--- src/rtl/nist_stream_tester.sv ---
// rtl/nist_stream_tester.sv - online monobit, runs and longest-run tester for a serial bit stream
//
// Purpose: consumes one response bit per cycle where i_bit_valid is high and,
// every N_BITS consumed bits, loads snapshot registers with the window's ones
// count, total runs and longest run. It also loads three pass flags and pulses
// o_result_valid for one cycle.
//
// Ports:
//   i_clk           test clock, rising edge
//   i_rst           synchronous active-high reset
//   i_bit_valid     qualifies i_rand
//   i_rand          bit under test
//   o_result_valid  one-cycle pulse, the cycle after a window's last bit
//   o_test_result   [0] frequency, [1] runs, [2] long-run pass; held
//   o_ones_count    ones count of the last completed window
//   o_runs_count    total runs of the last completed window
//   o_longest_run   longest run of the last completed window
//   o_bit_index     bits consumed so far in the current window
module nist_stream_tester #(
    parameter int N_BITS       = 20000,
    parameter int CNT_W        = 15,
    parameter int ONES_MIN     = 9725,
    parameter int ONES_MAX     = 10275,
    parameter int RUNS_MIN     = 9800,
    parameter int RUNS_MAX     = 10200,
    parameter int LONG_RUN_MAX = 25
) (
    input  logic             i_clk,
    input  logic             i_rst,
    input  logic             i_bit_valid,
    input  logic             i_rand,
    output logic             o_result_valid,
    output logic [2:0]       o_test_result,
    output logic [CNT_W-1:0] o_ones_count,
    output logic [CNT_W-1:0] o_runs_count,
    output logic [CNT_W-1:0] o_longest_run,
    output logic [CNT_W-1:0] o_bit_index
);

    localparam logic [CNT_W-1:0] L_ONE      = {{(CNT_W-1){1'b0}}, 1'b1};
    localparam logic [CNT_W-1:0] L_N_BITS   = CNT_W'(N_BITS);
    localparam logic [CNT_W-1:0] L_ONES_MIN = CNT_W'(ONES_MIN);
    localparam logic [CNT_W-1:0] L_ONES_MAX = CNT_W'(ONES_MAX);
    localparam logic [CNT_W-1:0] L_RUNS_MIN = CNT_W'(RUNS_MIN);
    localparam logic [CNT_W-1:0] L_RUNS_MAX = CNT_W'(RUNS_MAX);
    localparam logic [CNT_W-1:0] L_LONG_MAX = CNT_W'(LONG_RUN_MAX);

    typedef enum logic {
        S_FIRST,
        S_ACCUM
    } state_t;

    state_t           r_state;
    logic [CNT_W-1:0] r_ones;
    logic [CNT_W-1:0] r_runs;
    logic [CNT_W-1:0] r_cur_len;
    logic [CNT_W-1:0] r_longest;
    logic             r_prev_bit;

    logic             w_first;
    logic             w_same;
    logic             w_done;
    logic [CNT_W-1:0] w_rand_ext;
    logic [CNT_W-1:0] w_ones_nxt;
    logic [CNT_W-1:0] w_runs_nxt;
    logic [CNT_W-1:0] w_cur_nxt;
    logic [CNT_W-1:0] w_long_nxt;
    logic [CNT_W-1:0] w_idx_nxt;

    // Values the window would hold after consuming i_rand this cycle. In
    // S_FIRST the stale accumulators of the previous window are ignored.
    always_comb begin
        w_first    = (r_state == S_FIRST);
        w_same     = (i_rand == r_prev_bit);
        w_rand_ext = {{(CNT_W-1){1'b0}}, i_rand};
        w_ones_nxt = w_first ? w_rand_ext : r_ones + w_rand_ext;
        w_runs_nxt = w_first ? L_ONE : (w_same ? r_runs : r_runs + L_ONE);
        w_cur_nxt  = (w_first || !w_same) ? L_ONE : r_cur_len + L_ONE;
        w_long_nxt = w_first ? L_ONE
                   : ((w_cur_nxt > r_longest) ? w_cur_nxt : r_longest);
        w_idx_nxt  = w_first ? L_ONE : o_bit_index + L_ONE;
        w_done     = (w_idx_nxt == L_N_BITS);
    end

    always_ff @(posedge i_clk) begin
        if (i_rst) begin
            r_state        <= S_FIRST;
            r_ones         <= '0;
            r_runs         <= '0;
            r_cur_len      <= '0;
            r_longest      <= '0;
            r_prev_bit     <= 1'b0;
            o_result_valid <= 1'b0;
            o_test_result  <= 3'b000;
            o_ones_count   <= '0;
            o_runs_count   <= '0;
            o_longest_run  <= '0;
            o_bit_index    <= '0;
        end else begin
            o_result_valid <= 1'b0;
            if (i_bit_valid) begin
                r_ones     <= w_ones_nxt;
                r_runs     <= w_runs_nxt;
                r_cur_len  <= w_cur_nxt;
                r_longest  <= w_long_nxt;
                r_prev_bit <= i_rand;
                if (w_done) begin
                    // Snapshot includes the closing bit; the next valid bit,
                    // even in the pulse cycle, opens a fresh window.
                    o_ones_count     <= w_ones_nxt;
                    o_runs_count     <= w_runs_nxt;
                    o_longest_run    <= w_long_nxt;
                    o_test_result[0] <= (w_ones_nxt >= L_ONES_MIN) && (w_ones_nxt <= L_ONES_MAX);
                    o_test_result[1] <= (w_runs_nxt >= L_RUNS_MIN) && (w_runs_nxt <= L_RUNS_MAX);
                    o_test_result[2] <= (w_long_nxt <= L_LONG_MAX);
                    o_result_valid   <= 1'b1;
                    o_bit_index      <= '0;
                    r_state          <= S_FIRST;
                end else begin
                    o_bit_index      <= w_idx_nxt;
                    r_state          <= S_ACCUM;
                end
            end
        end
    end

endmodule

--- config.mk ---
export PLATFORM = sky130hd
export DESIGN_NAME = nist_stream_tester
export DESIGN_NICKNAME = d
export VERILOG_FILES = /design/src/rtl/nist_stream_tester.sv
export SDC_FILE = /design/constraint.sdc
export NUM_CORES = 1
export LEC_CHECK = 0
export CELL_PAD_IN_SITES_DETAIL_PLACEMENT = 0
export CELL_PAD_IN_SITES_GLOBAL_PLACEMENT = 1
export CORE_MARGIN = 4
export CORE_UTILIZATION = 47
export CTS_CLUSTER_SIZE = 16
export DETAILED_ROUTE_END_ITERATION = 10
export PLACE_DENSITY = 0.95
export SETUP_SLACK_MARGIN = 0.02
export SYNTH_ARGS = -nofsm -noshare
export SYNTH_HDL_FRONTEND = slang
export SYNTH_SLANG_ARGS = --single-unit
--- constraint.sdc ---
create_clock -name i_clk -period 11.8 [get_ports i_clk]
set_input_delay 3.54 -clock i_clk [delete_from_list [all_inputs] [get_ports i_clk]]
set_output_delay 3.54 -clock i_clk [all_outputs]
set_load 0.005 [all_outputs]
== Word-level counts from Yosys, hierarchy flattened ==
Cells that the tools add are included.

* Bits of input ports: 4
* Flip-flop bits (word level): 126
* Word-level logic and storage cells: 42
* Output and inout port bits: 64

* Equality and inequality tests: 2
* $add $sub $neg: 4
* Reduce and logical (&&, ||, !) cells: 6
* Magnitude comparators: 6
* Bitwise logic cells: 2
* Mux-type cells: 10

{| class="wikitable"
|+ Operator list
! operator !! number
|-
| $mux W15 || 8
|-
| $add A15 B1 Y15 const B || 3
|-
| $ge A15 B14 Y1 const B || 2
|-
| $le A15 B14 Y1 const B || 2
|-
| $add A15 B1 Y15 || 1
|-
| $eq A15 B15 Y1 const B || 1
|-
| $gt A15 B15 Y1 || 1
|-
| $le A15 B5 Y1 const B || 1
|-
| $logic_and A1 B1 Y1 || 2
|-
| $mux W1 || 2
|-
| $not A1 Y1 || 2
|-
| $reduce_and A2 Y1 || 1
|-
| $reduce_or A2 Y1 || 1
|-
| $eq A1 B1 Y1 || 1
|-
| $logic_not A1 Y1 || 1
|-
| $logic_or A1 B1 Y1 || 1
|}

== Logic depth before layout (Yosys ltp) ==
* Word-level depth: 8
* Depth in mapped cells: 15
* Mapped depth without buffers: 13

== Worst setup path before layout ==
OpenSTA, ideal clock, no wires.

* Path type: in2reg
* From: in i_rand
* To: reg r_longest[10]
* Buffers on the path: 1
* Data required time: 11,670 ps
* Library setup time: 130 ps
* Slack: 5,655 ps
* Arrival time: 6,014 ps
* Cell stages on the path: 12
* Cells stage by stage: xor2_1 nor2_1 nand3b_1 o21ai_0 ha_1 and4_1 nand3_1 o41ai_2 and3_1 buf_6 mux2i_1 o22ai_1

* Word-level cells in the longest chain between the ends: 7

{| class="wikitable"
|+ Ends and longest elaborated chain
! item !! RTL line !! RTL
|-
| start: declaration || 31 || <nowiki>input logic i_rand,</nowiki>
|-
| $eq A1 B1 Y1 || 74 || <nowiki>w_same = (i_rand == r_prev_bit);</nowiki>
|-
| $logic_not A1 Y1 || 78 || <nowiki>w_cur_nxt = (w_first || !w_same) ? L_ONE : r_cur_len + L_ONE;</nowiki>
|-
| $logic_or A1 B1 Y1 || 78 ||
|-
| $mux W15 || 78 ||
|-
| named net w_cur_nxt[14] || 66 || <nowiki>logic [CNT_W-1:0] w_cur_nxt;</nowiki>
|-
| $gt A15 B15 Y1 || 80 || <nowiki>: ((w_cur_nxt > r_longest) ? w_cur_nxt : r_longest);</nowiki>
|-
| $mux W15 || 80 ||
|-
| $mux W15 || 79 || <nowiki>w_long_nxt = w_first ? L_ONE</nowiki>
|-
| end signal: assignment || 105 || <nowiki>r_longest <= w_long_nxt;</nowiki>
|-
| end: declaration || 57 || <nowiki>logic [CNT_W-1:0] r_longest;</nowiki>
|}

The timed path passes the listed nets, and every way through them passes these cells.
A chain may end at the register's enable or synchronous reset.

== Worst setup path after layout ==
* From: in i_rand
* To: reg r_longest[1]

Same word-level chain as after synthesis.

==> flow_metrics.tcl <==
set metrics [dict create \
    status "finished clean" \
    max-slew-margin-rel_pct 31.95 \
    skew_ps 7.676 \
    irDropWorstVdd_mv 0.09539 \
    grt_pass1_wl_mm 29.90 \
    nFillCells 1413 \
    start_util_pct 48.59 \
    synth-edff-count 0 \
    wl_per_cell_um 15.49 \
    final_nets 961 \
    synth_flop_cell "dfxtp_1" \
    htreeDepth 4 \
    drt_pass1_iterations 6 \
    synth_top_cell_by_area "dfxtp_1" \
    avgViaCountPerCell 5.730 \
    die-height_um 131.5 \
    drc_errors 0 \
    crit_family "simple AND/OR/NAND/NOR gates" \
    ys_seq_area_share_pct 35.18 \
    crit_path_end_kind "flip-flop" \
    synth_area_leaders "dfxtp_1, mux2i_1, nand2_1" \
    synth-warning-count 0 \
    area_growth_pct 17.03 \
    ctsHoldBuffers 0 \
    critPathBufInv 1 \
    port_buffers 67 \
    grt_pass1_vias 6020 \
    fmax_mhz 139.1 \
    clk_pin_slew_ps 50 \
    synthCells 907 \
    cts_resized 0 \
    clock_path_buffers 2 \
    fin_crit_ps 7188 \
    cts_buffers 17 \
    cts_tree "built" \
    num_antenna_cells 0 \
    antenna_left 0 \
    synth_top_cell_area_share_pct 35.18 \
    cts_root_buf "clkbuf_16" \
    cp.required_ps 12060 \
    rows 44 \
    power_leakage_nw 2.954 \
    final_layout_size_suffix_gt1_share_pct 5.474 \
    post-route-util_pct 56.87 \
    dp_hpwl_mm 11.70 \
    power_density_mw_per_mm2 118.7 \
    dieArea_mm2 0.01729 \
    synth.distinct_cells 73 \
    grt_max_degree 81 \
    rsz0062_at_grt "false" \
    drt-total-wl_mm 17.57 \
    slew_viol_final 0 \
    hold_violations 0 \
    placed_area_mm2 0.007831 \
    crit_path_max_fanout 11 \
    drtIter0Drc 483 \
    worst_pin_slew_ps 1011 \
    postCtsSetupRepairBufs 0 \
    critPathSlowestCell "and3_1" \
    fp.dieW_um 131.5 \
    stdcell_area_mm2 0.008391 \
    critPathMaxStageDelay_ps 610 \
    cp-start-kind "input port" \
    synthArstFlopShare_pct 0 \
    cp_cell_sequence "clkdlybuf4s50_1 -> xor2_1 -> nor2_1 -> nand3b_1 -> o21ai_0 -> ha_1 -> and4_1 -> nand3_1 -> o41ai_2 -> and3_1 -> mux2i_1 -> a211oi_1" \
    setup_tns_ps 0 \
    overflow 0 \
    vias 6498 \
    netlist_area_mm2 0.007169 \
    syn_nets 930 \
    ys_ff_latch 126 \
    setup_violations 0 \
    cts_sinks 126 \
    arrival_ps 7440 \
    clk_latency_ps 420 \
    antenna_found_initial 0 \
    io_pins 68 \
    syn_avg_cell_area_um2 7.904 \
    maxCapViolCount 0 \
    fin_crit_sh_pct 60.91 \
    coreArea_mm2 0.01475 \
    hold_path_class "reg2reg" \
    gp_congestion 0.9076 \
    crit_type "in2reg" \
    track_usage_pct 20.36 \
]
-- sequential cells by signal (all words and copies together), names as in the netlist --
signal / count
o_ones_count: 15
r_cur_len: 15
r_runs: 15
r_ones: 15
o_runs_count: 15
o_longest_run: 15
r_state: 1
o_test_result: 3
r_longest: 15
r_prev_bit: 1
o_bit_index: 15
o_result_valid: 1
-- worst paths after layout --
check | endpoint | cells past startpoint | slack [ps] | start
setup reg to reg | r_longest[1]$_SDFFE_PP0P_ | 12 | 7880 | r_cur_len[3]$_SDFFE_PP0P_
hold reg to reg | o_runs_count[14]$_SDFFE_PP0P_ | 2 | 450 | o_runs_count[14]$_SDFFE_PP0P_
hold / removal | o_runs_count[14]$_SDFFE_PP0P_ | 2 | 450 | o_runs_count[14]$_SDFFE_PP0P_
setup / recovery | r_longest[1]$_SDFFE_PP0P_ | 12 | 4610 | i_rand
-- logic make-up (layout without fill, tap and decap cells) --
family | after synthesis | count (layout) | share of synthesized area (%)
AND/OR/NAND/NOR | 388 | 388 | 26.53
AO/OA/AOI/OAI | 195 | 195 | 17.63
flip-flops | 126 | 126 | 35.18
buffers and inverters | 91 | 134 | 5.532
multiplexers | 53 | 53 | 7.435
XOR/XNOR | 35 | 35 | 4.381
adder cells (fa/ha/maj) | 19 | 19 | 3.316
-- synthesized netlist by cell type, drive strengths merged, types with 6 or more instances --
library cell  count
or3              12
o32ai             8
a211oi           12
ha               19
nor2b             7
clkbuf           36
nand2           123
and2              6
nand3            45
nand2b            6
and4              8
o31ai             7
a22oi             8
nor2            103
mux2i            51
buf              27
xor2             20
nand4            14
o22ai            13
a21oi            66
inv              28
and3              8
o211ai            6
nor3             22
xnor2            15
dfxtp           126
o21ai            43
nor4             12
-- area by class of cell --
| cell class | instances | area [µm²] | share of cell area, % |
|---|---|---|---|
| Tap cell | 184 | 230.2 | 2.744 |
| Timing Repair Buffer | 75 | 723.2 | 8.619 |
| Clock inverter | 7 | 87.58 | 1.044 |
| Inverter | 28 | 105.1 | 1.253 |
| Multi-Input combinational cell | 690 | 4250 | 50.66 |
| Clock buffer | 24 | 471.7 | 5.622 |
| Sequential cell | 126 | 2522 | 30.06 |
-- metal layers --
metal / routed length (µm) / up-vias / track usage, %
met5: 0 / - / 0
met2: 8215 / 144 / 33.24
li1: - / 3299 / -
met1: 8408 / 3038 / 27.28
met4: 206 / 0 / 5.251
met3: 738 / 17 / 4.702
-- power by group --
group          internal [W]  total [W]  switching, W
Combinational     0.0000204  0.0000651     0.0000446
Clock              0.000319   0.000499      0.000181
Sequential         0.000429   0.000432    0.00000328
Total              0.000768   0.000996      0.000229
-- worst reg2reg max path, cell delays in order (launching register included) --
cell,delay (ps)
dfxtp_1,430
nand4_1,310
nor3_1,420
nand3_1,140
xnor2_1,140
nor2_1,290
ha_1,220
and4_1,210
nand3_1,120
o41ai_2,440
and3_1,610
mux2i_1,330
a211oi_1,110
-- layout by cell type, fill, tap and decap left out, types with 22 or more instances in the layout --
master           instances
a21oi_1                 65
clkdlybuf4s50_1         65
dfxtp_1                126
inv_1                   27
mux2i_1                 51
nand2_1                123
nand3_1                 45
nor2_1                 103
nor3_1                  22
o21ai_0                 32
-- stage by stage --
step	worst slack (ps)	total power, W	hold slack [ps]	std cells
final	4612	0.0009963	446.6	1134
after global routing	4320	0.001033	463.4	1134
after CTS	4621	0.001003	450.8	1134
after detailed placement	4230	0.0005052	443.8	1103
after global placement	4297	0.0005049	439.9	1103
after floorplan	5655	0.0004914	442.2	907
Power figures use the tool's default switching activity.
